[config.mk]
export PLATFORM = sky130hd
export DESIGN_NAME = bi_mem_arb
export DESIGN_NICKNAME = d
export VERILOG_FILES = /design/src/rtl/bi_mem_arb_pkg.sv /design/src/rtl/bi_mem_arb_rr.sv /design/src/rtl/bi_mem_arb.sv
export SDC_FILE = /design/constraint.sdc
export NUM_CORES = 1
export LEC_CHECK = 0
export ABC_AREA = 0
export CAP_MARGIN = 20
export CORE_MARGIN = 3
export CORE_UTILIZATION = 40
export CTS_BUF_LIST = sky130_fd_sc_hd__clkbuf_16
export DETAILED_ROUTE_END_ITERATION = 8
export PLACE_DENSITY = 0.56
export SYNTH_ARGS = -nofsm -noshare
export SYNTH_HDL_FRONTEND = slang
export SYNTH_SLANG_ARGS = --single-unit
[constraint.sdc]
create_clock -name clk_i -period 9.32 [get_ports clk_i]
set_clock_uncertainty 0.05 [all_clocks]
set_input_delay 1.864 -clock clk_i [delete_from_list [all_inputs] [get_ports clk_i]]
set_output_delay 1.864 -clock clk_i [all_outputs]
set_load 0.02 [all_outputs]
[src/rtl/bi_mem_arb_pkg.sv]
// Shared types and helpers for the arbitrated single-port memory.
package bi_mem_arb_pkg;

  typedef enum logic {
    ST_CLEAR,
    ST_RUN
  } state_t;

  // Widest request vector rr_pick can handle.
  localparam int unsigned RR_MAX = 32;

  // One-hot grant for the first set bit of req, scanning ptr, ptr+1, ...
  // modulo n (n = number of live channels, n <= RR_MAX, ptr < n).
  function automatic logic [RR_MAX-1:0] rr_pick(input logic [RR_MAX-1:0] req,
                                                input int unsigned ptr,
                                                input int unsigned n);
    logic [RR_MAX-1:0] grant;
    logic              found;
    int unsigned       idx;
    grant = '0;
    found = 1'b0;
    idx   = 0;
    for (int unsigned k = 0; k < RR_MAX; k++) begin
      if (k < n && !found) begin
        idx = ptr + k;
        if (idx >= n) idx = idx - n;
        if (req[idx]) begin
          grant[idx] = 1'b1;
          found      = 1'b1;
        end
      end
    end
    return grant;
  endfunction

endpackage

[src/rtl/bi_mem_arb_rr.sv]
// Round-robin arbiter: one-hot grant from the registered pointer; the pointer
// moves past the winner whenever a grant is taken.
module bi_mem_arb_rr
  import bi_mem_arb_pkg::*;
#(
  parameter int unsigned CHANNELS = 2,
  parameter int unsigned CW       = (CHANNELS > 1) ? $clog2(CHANNELS) : 1
) (
  input  logic                clk,
  input  logic                rst,
  input  logic [CHANNELS-1:0] req,
  input  logic                advance,
  output logic [CHANNELS-1:0] grant,
  output logic [CW-1:0]       ptr
);

  logic [CW-1:0] gidx;
  logic [CW-1:0] ptr_next;

  assign grant = CHANNELS'(rr_pick(RR_MAX'(req), 32'(ptr), CHANNELS));

  // Encode the winner and compute the pointer position just past it.
  always_comb begin
    gidx = '0;
    for (int unsigned i = 0; i < CHANNELS; i++) begin
      if (grant[i]) gidx = CW'(i);
    end
    if (gidx == CW'(CHANNELS - 1)) ptr_next = '0;
    else                           ptr_next = gidx + 1'b1;
  end

  // Pointer register; unchanged on idle cycles.
  always_ff @(posedge clk) begin
    if (rst)          ptr <= '0;
    else if (advance) ptr <= ptr_next;
  end

endmodule

[src/rtl/bi_mem_arb.sv]
// Single-port memory shared by CHANNELS BiMem requesters via round-robin.
// Optional power-up clear of the array is enabled by BI_MEM_ARB_CLEAR_EN.
module bi_mem_arb
  import bi_mem_arb_pkg::*;
#(
  parameter string       PROFILE  = "default",
  parameter int unsigned WIDTH    = 16,
  parameter int unsigned HEIGHT   = 16,
  parameter int unsigned CHANNELS = 2,
  localparam int unsigned AW      = $clog2(HEIGHT),
  localparam int unsigned CW      = (CHANNELS > 1) ? $clog2(CHANNELS) : 1
) (
  input  logic                          clk_i,
  input  logic                          rst_i,
  input  logic [CHANNELS-1:0]           enable_i,
  input  logic [CHANNELS-1:0]           isWrite_i,
  input  logic [CHANNELS-1:0][AW-1:0]   addr_i,
  input  logic [CHANNELS-1:0][WIDTH-1:0] writeData_i,
  output logic [CHANNELS-1:0][WIDTH-1:0] readData_o,
  output logic [CHANNELS-1:0]           hold_o
);

  logic [WIDTH-1:0]    mem [HEIGHT];
  logic                active;
  logic [CHANNELS-1:0] req;
  logic [CHANNELS-1:0] grant;
  logic [CW-1:0]       ptr;
  logic                accept;
  logic                sel_we;
  logic [AW-1:0]       sel_addr;
  logic [WIDTH-1:0]    sel_wdata;
  logic                in_range;
  logic [WIDTH-1:0]    rd_word;

`ifdef BI_MEM_ARB_CLEAR_EN
  state_t        state_q, state_d;
  logic [AW-1:0] clr_q, clr_d;
  logic          clearing;

  // Clear-sequencer state register; reset restarts the sweep at address 0.
  always_ff @(posedge clk_i) begin
    if (rst_i) begin
      state_q <= ST_CLEAR;
      clr_q   <= '0;
    end else begin
      state_q <= state_d;
      clr_q   <= clr_d;
    end
  end

  // Sweep every address once, then hand the array to the requesters.
  always_comb begin
    state_d  = state_q;
    clr_d    = clr_q;
    clearing = 1'b0;
    case (state_q)
      ST_CLEAR: begin
        clearing = 1'b1;
        clr_d    = clr_q + 1'b1;
        if (clr_q == AW'(HEIGHT - 1)) begin
          state_d = ST_RUN;
          clr_d   = '0;
        end
      end
      ST_RUN:  state_d = ST_RUN;
      default: state_d = ST_RUN;
    endcase
  end

  assign active = (state_q == ST_RUN) && !rst_i;
`else
  assign active = !rst_i;
`endif

  // Gating the requests (not the grant) keeps hold_o = enable_i while blocked.
  assign req    = enable_i & {CHANNELS{active}};
  assign accept = |grant;
  assign hold_o = enable_i & ~grant;

  bi_mem_arb_rr #(
    .CHANNELS (CHANNELS),
    .CW       (CW)
  ) u_rr (
    .clk     (clk_i),
    .rst     (rst_i),
    .req     (req),
    .advance (accept),
    .grant   (grant),
    .ptr     (ptr)
  );

  // Steer the granted channel's command onto the single memory port.
  always_comb begin
    sel_we    = 1'b0;
    sel_addr  = '0;
    sel_wdata = '0;
    for (int unsigned c = 0; c < CHANNELS; c++) begin
      if (grant[c]) begin
        sel_we    = isWrite_i[c];
        sel_addr  = addr_i[c];
        sel_wdata = writeData_i[c];
      end
    end
  end

  assign in_range = 32'(sel_addr) < HEIGHT;
  assign rd_word  = in_range ? mem[sel_addr] : '0;

  // Storage array: clear sweep or accepted in-range write.
  always_ff @(posedge clk_i) begin
`ifdef BI_MEM_ARB_CLEAR_EN
    if (clearing && !rst_i) mem[clr_q] <= '0;
    else
`endif
    if (accept && sel_we && in_range) mem[sel_addr] <= sel_wdata;
  end

  // Per-channel read registers load only on that channel's accepted read.
  always_ff @(posedge clk_i) begin
    if (rst_i) begin
      readData_o <= '0;
    end else begin
      for (int unsigned c = 0; c < CHANNELS; c++) begin
        if (grant[c] && !sel_we) readData_o[c] <= rd_word;
      end
    end
  end

endmodule
==> reports/results.tsv <==
metric	value	unit
crit_arrival	3790	ps
grt.total_usage	19.1	%
cts_buffers	31	
clk_path_buf_depth	3	
switching_share	22.8	%
post_drt_wl_per_cell	22.8	um
slowest_stage	clkdlybuf4s50_1	
syn-num-nets	910	
status	finished clean	
reg2reg_slack	5680	ps
p_comb_share	9.1	%
setup_viol	0	
peakVddDrop	0.137	mV
ioPinCount	80	
cts_sinks	289	
fmax	175	MHz
portBuffers	79	
gp_congestion	0.816	
postSynthAreaPerCell	13.8	um2
synthDistinctLibCells	39	
crit_path_start_kind	primary input	
cts_hold_buf	0	
grt_pass1_vias	7258	
critPathRequiredTime	7410	ps
seq_area_frac_synth	70.0	%
core_area	29000	um2
slowest_delay	770	ps
p_leak	0.00497	uW
critical_path.endpoint_type	primary output	
ff2ff_path_depth	9	
synth.ff_latch_count	289	
clock_power_share	39.9	%
die_y	179	um
max_slew.worst_pin.slew	980	ps
drtPass1Iterations	5	
worstReg2RegStart	u_rr.ptr	
start_util	41.1	%
maxCapViolCount	0	
power.internal	2180	uW
reg2reg_to	readData_o[19]	
fin_crit	5710	ps
finalHoldViolCount	0	
whs	529	ps
fin_setup_tns	0	ps
worst_hold_path_type	register to register	
drive_above_1_share	10.5	%
post_cts_resized	0	
synth_area	11900	um2
period_share	61.2	%
endpoint	hold_o[1]	
die_x	179	um
clock_latency	550	ps
cts_tree	yes	
dp_hpwl	17500	um
postCtsSetupBuffers	0	
cp_common_cell	clkdlybuf4s50_1	
slew_violations	0	
rows	62	
antenna_found_initial	0	
postRouteWirelength	30400	um
crit_start	enable_i[1]	
htree_levels	1	
dieArea	31900	um2
power_per_cell_area	200	nW/um2
synth_cells	864	
path_clk_slew	60	ps
crit_chain	clkdlybuf4s50_1 -> nand2_1 -> nor2_1 -> nor2b_1 -> clkdlybuf4s50_1	
rsz0062_at_grt	false	
antenna_cells	0	
ant_nets	0	
gr-total-overflow	0	
nets	972	
seq_power_share	51.0	%
ctsRootBufferMaster	clkbuf_16	
slew_headroom	34.7	%
ys_warn_count	0	
routed_via_density	5.60	
dr_total_vias	7470	
synthToLayoutAreaGrowth	18.2	%
drcViolationCount	0	
crit_fanout	10	
crit_type	primary input to primary output	
grt_first_pass_wirelength	45900	um
grt_max_degree	79	
drtIter0Drc	717	
switching_power	643	uW
## worst min path at each step
stage	startpoint	endpoint	slack, ps	cells past startpoint
after global placement	readData_o[16]	readData_o[16]	520	2
final	u_rr.ptr	u_rr.ptr	530	1
after CTS	u_rr.ptr	u_rr.ptr	530	1
after detailed placement	u_rr.ptr	u_rr.ptr	520	1
after floorplan	u_rr.ptr	u_rr.ptr	490	1
after global routing	u_rr.ptr	u_rr.ptr	560	1
## logic make-up after synthesis
logic type	count (synthesis)	synth area share, %
buffers and inverters	109	4.19
and+or+nand+nor	153	7.08
DFF	289	70.0
muxes	16	1.51
AOI/OAI and AO/OA	297	17.2
## power by group through the flow
| stage | clock network [uW] | logic (uW) | registers (uW) |
|---|---|---|---|
| floorplan | 0 | 138 | 1480 |
| global placement | 0 | 255 | 1470 |
| detailed placement | 0 | 256 | 1470 |
| CTS | 1150 | 257 | 1440 |
| global route | 1210 | 276 | 1440 |
| finish | 1120 | 255 | 1440 |
## worst max-delay path, delay by kind of cell
| kind | cells | cell delay, ps |
|---|---|---|
| buf+inv | 2 | 1320 |
| simple gates | 3 | 610 |
## registers in the layout, summed over array words and instances, names as in the netlist
signal	count
u_rr.ptr	1
readData_o	32
mem	256
## per-stage QoR
stage	area (um2)	total power (uW)	util (%)	cells	setup slack (ps)
after floorplan	11900	1620	-	864	4250
final	14100	2820	48.6	1334	3610
after CTS	14100	2840	48.4	1332	3160
after global routing	14100	2920	48.6	1334	3470
after global placement	13100	1720	45.2	1275	3210
after detailed placement	13100	1720	45.2	1275	3160
## area by class of cell
class	count	area (um2)
clock inverter	26	164
fill	2549	14900
timing repair buffer	105	1000
clock buffer	31	776
inverter	33	124
tap	384	480
multi-input combinational	466	3190
sequential	289	8350
## Yosys cell counts
cell type / instances / share of area, %
mux2_2: 4 / 0.38
nand2_1: 19 / 0.60
a32o_2: 1 / 0.094
buf_2: 34 / 1.4
a21boi_4: 1 / 0.16
nor2_2: 2 / 0.10
or3b_1: 1 / 0.073
and2b_1: 1 / 0.063
clkbuf_2: 2 / 0.084
clkbuf_1: 30 / 0.94
o21a_1: 1 / 0.063
nand2b_4: 1 / 0.12
buf_6: 4 / 0.38
a21oi_1: 49 / 2.1
a21o_1: 48 / 3.0
buf_1: 2 / 0.063
or3_1: 1 / 0.053
nand2_2: 1 / 0.053
mux2_1: 12 / 1.1
and2_1: 1 / 0.053
a22o_1: 16 / 1.2
a32oi_1: 21 / 1.5
inv_1: 33 / 1.0
or2_2: 1 / 0.053
o311ai_1: 16 / 1.2
nor2_1: 5 / 0.16
buf_4: 4 / 0.25
nand3_1: 52 / 2.2
or2_1: 2 / 0.10
nor3_1: 16 / 0.67
a31oi_1: 16 / 0.84
dfxtp_1: 33 / 5.5
nor2b_1: 34 / 1.8
nor3b_1: 16 / 1.0
a221oi_1: 16 / 1.2
o21ai_0: 64 / 2.7
a211o_1: 16 / 1.2
o211ai_1: 32 / 2.0
edfxtp_1: 256 / 64
## per-layer routing
layer  track usage (%)  part of all wire (%)
met4              3.60                   1.7
met5                 0                     0
met1              26.8                    45
met3              2.30                   3.9
met2              32.2                    50
## cell usage in the layout, fill, tap and decap left out, drive strengths merged, types with 2 or more instances in the layout
cell type | netlist | layout
a211o | 16 | 16
a21o | 48 | 48
a21oi | 49 | 49
a221oi | 16 | 16
a22o | 16 | 16
a31oi | 16 | 16
a32oi | 21 | 21
buf | 44 | 27
bufinv | 0 | 2
clkbuf | 32 | 31
clkdlybuf4s50 | 0 | 78
clkinv | 0 | 18
dfxtp | 33 | 33
edfxtp | 256 | 256
inv | 33 | 38
mux2 | 16 | 16
nand2 | 20 | 20
nand3 | 52 | 52
nor2 | 7 | 7
nor2b | 34 | 34
nor3 | 16 | 16
nor3b | 16 | 16
o211ai | 32 | 32
o21ai | 64 | 64
o311ai | 16 | 16
or2 | 3 | 3
Power figures use the tool's default switching activity.
